[config.mk]
export PLATFORM = sky130hd
export DESIGN_NAME = yin_sample_feeder
export DESIGN_NICKNAME = d
export VERILOG_FILES = /design/src/rtl/yin_sample_feeder.sv
export SDC_FILE = /design/constraint.sdc
export NUM_CORES = 1
export LEC_CHECK = 0
export ABC_AREA = 1
export CAP_MARGIN = 10
export CORE_AREA = 2 2 187 189
export DETAILED_ROUTE_END_ITERATION = 16
export DIE_AREA = 0 0 189 191
export GPL_ROUTABILITY_DRIVEN = 0
export PLACE_DENSITY = 0.63
export SYNTH_ARGS = -nofsm -noshare
export SYNTH_HDL_FRONTEND = slang
export SYNTH_SLANG_ARGS = --single-unit
[constraint.sdc]
create_clock -name clk_in -period 4.85 [get_ports clk_in]
set_input_delay 0.97 -clock clk_in [delete_from_list [all_inputs] [get_ports clk_in]]
set_output_delay 0.97 -clock clk_in [all_outputs]
set_load 0.005 [all_outputs]
[src/rtl/yin_sample_feeder.sv]
// Decimates and DC-filters a raw ADC stream, buffers it in a small FIFO and feeds
// windows of samples to a pitch detector using a start/wait handshake.
`timescale 1ns/1ps
module yin_sample_feeder #(
  parameter int ADC_WIDTH    = 12,
  parameter int SIG_WIDTH    = 9,
  parameter int DECIM        = 4,
  parameter int DC_SHIFT     = 8,
  parameter int WARMUP       = 500,
  parameter int HOP          = 250,
  parameter int FIFO_DEPTH   = 16,
  parameter int WAIT_TIMEOUT = 65535
) (
  input  logic                        clk_in,
  input  logic                        rst_n_in,
  input  logic [ADC_WIDTH-1:0]        adc_in,
  input  logic                        adc_valid_in,
  input  logic                        f_valid_in,
  output logic [SIG_WIDTH-1:0]        sig_out,
  output logic                        sig_valid_out,
  output logic                        start_computation_out,
  output logic [$clog2(FIFO_DEPTH):0] fifo_level_out,
  output logic                        overflow_out,
  output logic                        timeout_out
);
  localparam int DSH  = $clog2(DECIM);
  localparam int SUMW = ADC_WIDTH + DSH;
  localparam int ACCW = ADC_WIDTH + DC_SHIFT + 2;
  localparam int OSH  = ADC_WIDTH - SIG_WIDTH;
  localparam int PW   = $clog2(FIFO_DEPTH);
  localparam int LW   = PW + 1;
  localparam int CMAX = (WARMUP > HOP) ? WARMUP : HOP;
  localparam int CW   = $clog2(CMAX + 1);
  localparam int TW   = $clog2(WAIT_TIMEOUT + 1);
  localparam logic signed [ACCW-1:0] SAT_MAX = ACCW'((2 ** (SIG_WIDTH-1)) - 1);
  localparam logic signed [ACCW-1:0] SAT_MIN = ACCW'(-(2 ** (SIG_WIDTH-1)));

  typedef enum logic [1:0] {STREAM, START, WAIT} FeederState;

  logic signed [ADC_WIDTH-1:0] w_x;
  logic signed [ADC_WIDTH-1:0] w_d;
  logic signed [SUMW-1:0]      w_xExt;
  logic signed [SUMW-1:0]      w_sumNext;
  logic signed [ACCW-1:0]      w_dExt;
  logic signed [ACCW-1:0]      w_dc;
  logic signed [ACCW-1:0]      w_y;
  logic signed [ACCW-1:0]      w_yShift;
  logic signed [SIG_WIDTH-1:0] w_sat;
  logic                        w_decimDone;
  logic                        w_full;
  logic                        w_empty;
  logic                        w_pop;
  logic                        w_push;
  logic                        w_drop;
  logic [SIG_WIDTH-1:0]        w_rdData;

  logic signed [SUMW-1:0]      r_acc;
  logic [DSH-1:0]              r_phase;
  logic signed [ACCW-1:0]      r_dcAcc;
  logic [SIG_WIDTH-1:0]        r_mem [FIFO_DEPTH];
  logic [PW-1:0]               r_wrPtr;
  logic [PW-1:0]               r_rdPtr;
  logic [LW-1:0]               r_level;
  FeederState                  r_state;
  logic [CW-1:0]               r_sampleCnt;
  logic [CW-1:0]               r_target;
  logic [TW-1:0]               r_waitCnt;
  logic [SIG_WIDTH-1:0]        r_sigOut;
  logic                        r_sigValid;
  logic                        r_start;
  logic                        r_overflow;
  logic                        r_timeout;

  // Offset-binary to two's complement is just an MSB flip.
  assign w_x         = {~adc_in[ADC_WIDTH-1], adc_in[ADC_WIDTH-2:0]};
  assign w_xExt      = {{DSH{w_x[ADC_WIDTH-1]}}, w_x};
  assign w_sumNext   = r_acc + w_xExt;
  assign w_d         = ADC_WIDTH'(w_sumNext >>> DSH);
  assign w_decimDone = adc_valid_in && (r_phase == DSH'(DECIM - 1));

  assign w_dExt   = {{(ACCW-ADC_WIDTH){w_d[ADC_WIDTH-1]}}, w_d};
  assign w_dc     = r_dcAcc >>> DC_SHIFT;
  assign w_y      = w_dExt - w_dc;
  assign w_yShift = w_y >>> OSH;

  always_comb begin
    w_sat = w_yShift[SIG_WIDTH-1:0];
    if (w_yShift > SAT_MAX) begin
      w_sat = SAT_MAX[SIG_WIDTH-1:0];
    end else if (w_yShift < SAT_MIN) begin
      w_sat = SAT_MIN[SIG_WIDTH-1:0];
    end
  end

  always_ff @(posedge clk_in or negedge rst_n_in) begin
    if (!rst_n_in) begin
      r_acc   <= '0;
      r_phase <= '0;
      r_dcAcc <= '0;
    end else if (adc_valid_in) begin
      if (w_decimDone) begin
        r_acc   <= '0;
        r_phase <= '0;
        r_dcAcc <= r_dcAcc + w_y;
      end else begin
        r_acc   <= w_sumNext;
        r_phase <= r_phase + 1'b1;
      end
    end
  end

  // A pop on the same edge frees a slot, so a write into a full FIFO still lands.
  assign w_full   = (r_level == LW'(FIFO_DEPTH));
  assign w_empty  = (r_level == '0);
  assign w_pop    = (r_state == STREAM) && !w_empty;
  assign w_push   = w_decimDone && (!w_full || w_pop);
  assign w_drop   = w_decimDone && w_full && !w_pop;
  assign w_rdData = r_mem[r_rdPtr];

  always_ff @(posedge clk_in) begin
    if (w_push) begin
      r_mem[r_wrPtr] <= w_sat;
    end
  end

  always_ff @(posedge clk_in or negedge rst_n_in) begin
    if (!rst_n_in) begin
      r_wrPtr <= '0;
      r_rdPtr <= '0;
      r_level <= '0;
    end else begin
      if (w_push) begin
        r_wrPtr <= r_wrPtr + 1'b1;
      end
      if (w_pop) begin
        r_rdPtr <= r_rdPtr + 1'b1;
      end
      if (w_push && !w_pop) begin
        r_level <= r_level + 1'b1;
      end else if (w_pop && !w_push) begin
        r_level <= r_level - 1'b1;
      end
    end
  end

  // The start pulse is issued on leaving START so it never overlaps the final pop's sig_valid.
  always_ff @(posedge clk_in or negedge rst_n_in) begin
    if (!rst_n_in) begin
      r_state     <= STREAM;
      r_sampleCnt <= '0;
      r_target    <= CW'(WARMUP);
      r_waitCnt   <= '0;
      r_sigOut    <= '0;
      r_sigValid  <= 1'b0;
      r_start     <= 1'b0;
      r_overflow  <= 1'b0;
      r_timeout   <= 1'b0;
    end else begin
      r_sigValid <= 1'b0;
      r_start    <= 1'b0;
      if (w_drop) begin
        r_overflow <= 1'b1;
      end
      case (r_state)
        STREAM: begin
          if (w_pop) begin
            r_sigOut   <= w_rdData;
            r_sigValid <= 1'b1;
            if (r_sampleCnt + CW'(1) == r_target) begin
              r_state     <= START;
              r_sampleCnt <= '0;
              r_target    <= CW'(HOP);
            end else begin
              r_sampleCnt <= r_sampleCnt + CW'(1);
            end
          end
        end
        START: begin
          r_start   <= 1'b1;
          r_waitCnt <= '0;
          r_state   <= WAIT;
        end
        WAIT: begin
          if (f_valid_in) begin
            r_state <= STREAM;
          end else if (r_waitCnt == TW'(WAIT_TIMEOUT - 1)) begin
            r_state   <= STREAM;
            r_timeout <= 1'b1;
          end else begin
            r_waitCnt <= r_waitCnt + TW'(1);
          end
        end
        default: r_state <= STREAM;
      endcase
    end
  end

  assign sig_out               = r_sigOut;
  assign sig_valid_out         = r_sigValid;
  assign start_computation_out = r_start;
  assign fifo_level_out        = r_level;
  assign overflow_out          = r_overflow;
  assign timeout_out           = r_timeout;

endmodule
==> key figures, run 1 <==
Logic synthesis
  – Synth top area share: 0.338
  – Cells after Synth: 1450
  – Net count of the mapped netlist: 1532
  – Cell type with the highest aggregate area in the netlist: edfxtp_1
  – Register area share after synthesis: 0.521
  – Async S/R FF share, synth: 0.392
  – Count of cell types in the netlist: 40
  – EDFF count, synth: 144
  – Yosys synthesis warning count: 0
  – Ys flop type: edfxtp_1
  – Total of flip-flops plus latches after synthesis: ~240
  – Cell area after synthesis: 12800 um^2
  – Dominant cell by count in the synthesized netlist: nand2_1
  – Syn Area/Cell: 8.81 um^2
  – Most frequent cells after synthesis: nand2_1, nor2_1, inv_1, edfxtp_1, o21ai_0
  – Leading post-synthesis cells by cell area: edfxtp_1, dfrtp_1, nand2_1, ha_1, nor2_1

Worst setup path
  – Worst-path maximum fanout: 4
  – Sort of element at the start of the critical path: primary input
  – Critical path class: in -> reg
  – Most common cell on crit path: nand2_1
  – CP max stage cell: clkdlybuf4s50_1
  – Kind of end point of the critical path: flop
  – Required time worst endpoint: 5.24 ns
  – Critical Path AT: 5.04 ns
  – Delay of the slowest cell on the worst path: a little over 0.5 ns

Floorplan
  – DIE WIDTH: 189 um
  – Core area: 34100 um^2
  – IO Pins: 34
  – Height of the die: around 190 um
  – Initial cell density of the core: 0.375
  – Die Footprint: roughly 36000 um^2
  – # rows: 68

CTS
  – Worst skew pair latency: 0.54 ns
  – Clock tree sinks: 237
  – Register clock-pin slew on the reported worst setup and hold paths: 0.07 ns
  – # H-tree levels: 1
  – TritonCTS clock tree: built
  – Buffers from clock root to sink, at most: 3
  – Root Driver: clkbuf_16
  – Number of buffers inserted during clock tree synthesis: 26

GRT
  – Overflow after GRT: 0
  – Largest net degree at the start of global routing: between 70 and 80
  – Number of antenna violations at the first check in global routing: 0
  – Vias in the first global route: 10100
  – Global-route usage over all layers: 0.176
  – First-pass GRT wire length: 51400 um

Route
  – Number of antenna-violating nets in the routed design: 0
  – Detailed-router iteration count before antenna repair: 5
  – Total routed wirelength: between 30000 and 40000 um
  – Number of vias per cell after detailed routing: 5.01
  – Via count: around 11000
  – Number of design rule violations left after detail routing: 0
  – Count of routing violations after the opening detailed-route iteration: just under 700
  – Wire length per cell after detailed routing: ~15 um

Cells and area
  – Core occupancy in the finished layout: 0.471
  – Number of nets in the layout: about 1700
  – Area overhead of the layout relative to synthesis: 25.7%
  – Share of post-route cells with drive strength above 1: 0.186
  – Antenna diode count: 0
  – Non-filler instance count after layout: 2109

Timing
  – Final period util: 0.959
  – Final worst path period need: 4.65 ns
  – Post-route clock skew: about 0.012 ns
  – Total Neg Setup Slack: 0 ns
  – Number of endpoints failing setup at the final stage: 0
  – Max Freq: 215 MHz
  – Final Slew Violations: 0
  – Slack of the critical path: 0.197 ns
  – Number of hold violations in the final report: 0
  – Slew at the pin with the worst max-slew slack: approximately 1.1 ns
  – Max-slew headroom: 0.239

Placed design
  – Worst setup slack before clock tree synthesis: -0.678 ns
  – DP Wirelength: 22200 um
  – Input/output buffers: 33
  – Placed Cells: 2058

Worst hold path
  – Worst hold-check path type: in -> async

Run
  – Max-cap violation count: 0

Status
  – Result of the run: finished clean
-- final cells by class --
class | count | area (um^2)
Inverter | 157 | 597
Timing Repair Buffer | 192 | 1620
Tap cell | 455 | 569
Multi-Input combinational cell | 1019 | 5810
Timing Repair inverter | 1 | 6.26
Sequential cell | 237 | 6660
Clock buffer | 36 | 708
Clock inverter | 12 | 105
Fill cell | 3196 | 18000
-- sequential cells by signal (all words and copies together) (netlist names) --
signal and count:
r_state 2, r_rdPtr 4, r_wrPtr 4, fifo_level_out 5
start_computation_out 1, timeout_out 1, sig_valid_out 1, sig_out 9
r_waitCnt 16, r_mem 144, overflow_out 1, r_sampleCnt 9
r_acc 14, r_target 2, r_phase 2, r_dcAcc 22
-- timing repair --
item | in CTS | in global routing
setup buffers | 0 | 2
cloned | 0 | 1
setup endpoints to repair | 4 | 14
gates resized for setup | 5 | 92
pin swaps | 0 | 27
hold buffers | 0 | 0
-- kinds of logic (layout without fill, tap and decap cells) --
| group | after synthesis | count (layout) | share of synthesized area |
|---|---|---|---|
| xor+xnor | 35 | 35 | 0.0240 |
| simple gates | 661 | 661 | 0.218 |
| compound gates | 257 | 257 | 0.112 |
| buf+inv | 194 | 398 | 0.0581 |
| flops | 237 | 237 | 0.521 |
| fa+ha+maj | 66 | 66 | 0.0670 |
-- layer usage --
metal,global-route usage,up-vias,share of wire,routed length (um)
li1,-,5288,-,-
met1,0.230,4985,0.44,14300
met2,0.309,249,0.49,15700
met3,0.0193,48,0.043,1380
met4,0.0523,0,0.025,811
met5,0,-,0,0
-- through the flow --
stage / cell area [um^2] / hold slack (ns)
after floorplan: 12800 / 0.440
after global placement: 14800 / 0.452
after detailed placement: 14800 / 0.466
after CTS: 15600 / 0.369
after global routing: 16100 / 0.382
final: 16100 / 0.367
-- final timing paths --
path / from / endpoint / slack (ns) / cells past startpoint
setup / recovery: adc_in[2] / r_dcAcc[18] / 0.20 / 30
hold / removal: rst_n_in / r_acc[12] / 0.37 / 1
setup reg to reg: r_acc[4] / r_dcAcc[18] / 0.64 / 27
hold reg to reg: r_target[2] / r_target[2] / 0.47 / 2
max in group asynchronous: rst_n_in / r_rdPtr[0] / 3.50 / 2
min in group clk_in: r_target[2] / r_target[2] / 0.47 / 2
-- placed cells by master (no fill, tap or decap), types with 8 or more instances in the layout --
| cell type | instances |
|---|---|
| a31oi_1 | 10 |
| nand2_1 | 289 |
| o21ai_0 | 135 |
| o211ai_1 | 37 |
| nand3_1 | 79 |
| ha_4 | 17 |
| inv_1 | 146 |
| nor2_1 | 178 |
| clkbuf_16 | 26 |
| xor2_1 | 23 |
| buf_4 | 152 |
| buf_12 | 8 |
| nor2_2 | 16 |
| nor3_1 | 18 |
| edfxtp_1 | 144 |
| inv_2 | 8 |
| a21oi_1 | 36 |
| xnor2_1 | 11 |
| a21oi_2 | 13 |
| nand4_1 | 27 |
| clkdlybuf4s50_1 | 32 |
| nand2_2 | 20 |
| ha_1 | 43 |
| clkbuf_1 | 8 |
| dfrtp_1 | 90 |
-- worst max-delay path, delay by kind of cell --
kind | cells | cell delay (ns)
AOI/OAI and AO/OA | 3 | 0.35
adders and majority gates | 3 | 0.80
and+or+nand+nor | 19 | 2.00
buffers and inverters | 5 | 0.91
Power of run 1 is left out: the tool's default activity adds up to more than one toggle a clock period on the data nets, which glitch-free logic cannot reach.
==> inputs of run 2 (changes only) <==
==> constraint.sdc (replaced) <==
create_clock -name clk_in -period 4.6 [get_ports clk_in]
set_input_delay 0.92 -clock clk_in [delete_from_list [all_inputs] [get_ports clk_in]]
set_output_delay 0.92 -clock clk_in [all_outputs]
set_load 0.005 [all_outputs]
==> run 2 against run 1 <==
Via count fell by 0.52%. Setup slack improved by 0.026 ns. Count of clock-buffer cells in the layout fell by 1. Final cell count rose by 0.57%. Critical path depth fell by 5. Register-to-register slack got worse by 0.22 ns. Final area rose by 2.2%. Hold slack improved by 0.043 ns. Global-route usage rose by 0.19 points.
==> key figures, run 2 (synthesis gave the netlist of run 1 again) <==
Status
  – Result of the run: finished clean

Worst hold path
  – Worst hold-check path type: in -> async

Worst setup path
  – Total buffers and inverters traversed by the critical path: 6 (+1)
  – Kind of end point of the critical path: flop
  – Delay of the slowest cell on the worst path: 0.40 ns (-0.11 ns)
  – Kind of cell with the highest combined delay on the critical path: adder cells
  – Most common cell on crit path: nand2_1
  – Critical Path AT: 4.77 ns (-0.27 ns)
  – Sort of element at the start of the critical path: primary input
  – Required time worst endpoint: 4.99 ns (-0.25 ns)
  – Worst-path maximum fanout: 4 (unchanged)
  – CP max stage cell: fa_1
  – Critical path class: in -> reg

GRT
  – Largest net degree at the start of global routing: 55 (-25%)
  – Overflow after GRT: 0 (unchanged)
  – Number of antenna violations at the first check in global routing: 0 (unchanged)
  – Global-route usage over all layers: 0.178 (+0.00191)
  – Vias in the first global route: 10600 (+4.0%)
  – First-pass GRT wire length: 52200 um (+1.5%)

Route
  – Number of antenna-violating nets in the routed design: 0 (unchanged)
  – Number of vias per cell after detailed routing: 4.96 (-1.1%)
  – Total routed wirelength: 32600 um (+1.1%)
  – Wire length per cell after detailed routing: 15.4 um (+0.53%)
  – Number of design rule violations left after detail routing: 0 (unchanged)
  – Count of routing violations after the opening detailed-route iteration: 719 (+4.1%)
  – Detailed-router iteration count before antenna repair: 5 (unchanged)
  – Via count: 10500 (-0.52%)

Timing
  – Slack of the critical path: 0.223 ns (+0.0261 ns)
  – Final Slew Violations: 0 (unchanged)
  – Max-slew headroom: 0.272 (+0.0334)
  – Number of hold violations in the final report: 0 (unchanged)
  – Max Freq: about 230 MHz
  – Slew at the pin with the worst max-slew slack: 1.09 ns (-0.0501 ns)
  – Post-route clock skew: 0.0235 ns (+0.0115 ns)
  – Unrepaired setup endpoints after global routing: true
  – Number of endpoints failing setup at the final stage: 0 (unchanged)
  – Final period util: 0.951
  – Final worst path period need: about 4.4 ns

Floorplan
  – # rows: 68 (unchanged)
  – Core area: 34100 um^2 (unchanged)
  – DIE WIDTH: 189 um (unchanged)
  – Die Footprint: 36100 um^2 (unchanged)
  – IO Pins: 34 (unchanged)
  – Height of the die: 191 um (unchanged)
  – Initial cell density of the core: 0.375 (unchanged)

Cells and area
  – FF+latch area: 6660 um^2 (unchanged)
  – Most common cell after layout, fill and taps aside: nand2_1
  – Max FFs per register: 144 (unchanged)
  – Highest-count cells in the layout ignoring fill and taps: nand2_1, nor2_1, buf_4
  – Core occupancy in the finished layout: 0.482 (+0.0106)
  – Share of post-route cells with drive strength above 1: 0.215 (+0.0287)
  – Number of nets in the layout: 1728 (+0.70%)
  – Area overhead of the layout relative to synthesis: 28.5%
  – Top register by number of flip-flops: r_mem
  – Area of the multi-input gates: 6070 um^2 (+4.5%)
  – Count of fill cells added during filler insertion: 3071 (-3.9%)
  – Largest registers: r_mem (144), r_dcAcc (22), r_waitCnt (16)
  – Antenna diode count: 0 (unchanged)

CTS
  – Number of buffers inserted during clock tree synthesis: 26 (unchanged)
  – Register clock-pin slew on the reported worst setup and hold paths: 0.07 ns (about the same)
  – Root Driver: clkbuf_16
  – Hold Buf Count CTS: 0 (unchanged)
  – Buffers from clock root to sink, at most: 3 (unchanged)
  – # H-tree levels: 1 (unchanged)
  – Clock tree sinks: 237 (unchanged)
  – TritonCTS clock tree: built
  – Worst skew pair latency: 0.54 ns (about the same)

Run
  – Max-cap violation count: 0 (unchanged)

Placed design
  – DP Wirelength: 22200 um (+0.26%)
  – Input/output buffers: 33 (unchanged)
  – Worst setup slack before clock tree synthesis: -0.969 ns (-0.291 ns)
-- run 2: cell types whose count changed in the layout (fill, tap and decap cells not counted), sizes merged --
cell,previous run,this run
buf,160,173
bufinv,1,0
clkdlybuf4s50,32,23
clkinv,9,12
clkinvlp,3,4
dlygate4sd2,0,1
dlymetal6s2s,0,7
inv,157,154
-- run 2: final cells by class --
class	instances	share of cell area
multi-input cells	1019	0.369
flip-flops and latches	237	0.405
inverters	157	0.0361
repair buffers	205	0.107
well taps	455	0.0347
clock buffers	35	0.0429
clock inverters	13	0.00518
-- run 2: path summary, 6_finish.rpt --
check / from / endpoint / slack [ns] / cells after the start
max in group asynchronous: rst_n_in / sig_valid_out / 3.23 / 2
worst max-delay path: adc_in[0] / r_dcAcc[17] / 0.22 / 25
worst min register to register: r_target[2] / r_target[2] / 0.46 / 2
min in group clk_in: r_target[2] / r_target[2] / 0.46 / 2
worst min-delay path: rst_n_in / r_acc[11] / 0.41 / 1
worst max register to register: r_acc[2] / r_dcAcc[21] / 0.42 / 30
-- run 2: metal layers --
| metal | track usage | share of wire | vias to the layer above |
|---|---|---|---|
| li1 | - | - | 5291 |
| met1 | 0.226 | 0.44 | 4918 |
| met2 | 0.317 | 0.49 | 241 |
| met3 | 0.0215 | 0.047 | 65 |
| met4 | 0.0541 | 0.028 | 0 |
| met5 | 0 | 0 | - |
-- run 2: timing repair --
item | in CTS | in global routing
pin swaps | 36 | 62
resized for setup | 63 | 83
endpoints found under the hold margin | 0 | 0
buffers inserted | 10 | 3
setup endpoints to repair | 12 | 15
-- run 2: stage by stage --
step                      area, um^2  instances  setup TNS (ns)  hold slack, ns
final                          16400       2121               0           0.410
after global routing           16400       2121          -0.137           0.476
after CTS                      16000       2118         -0.0113           0.443
after detailed placement       14800       2060          -50.90           0.457
after global placement         14800       2060          -41.94           0.453
after floorplan                12800       1450               0           0.440
-- run 2: worst register-to-register path, delay by kind of cell (launching register included) --
family,cells,cell delay [ns]
compound gates,2,0.34
buf+inv,7,0.86
xor+xnor,1,0.20
simple gates,17,1.53
flops,1,0.41
fa+ha+maj,3,0.76
Power of run 2 is left out for the same reason.
==> inputs of run 3 (changes only) <==
--- a/config.mk
+++ b/config.mk
@@ -6,7 +6,6 @@
 export NUM_CORES = 1
 export LEC_CHECK = 0
 export ABC_AREA = 1
-export CAP_MARGIN = 10
 export CORE_AREA = 2 2 187 189
 export DETAILED_ROUTE_END_ITERATION = 16
 export DIE_AREA = 0 0 189 191
==> results of run 3 <==
No change in the layout: final DEF, timing and power equal those of run 2.
Power of run 3 is left out for the same reason.
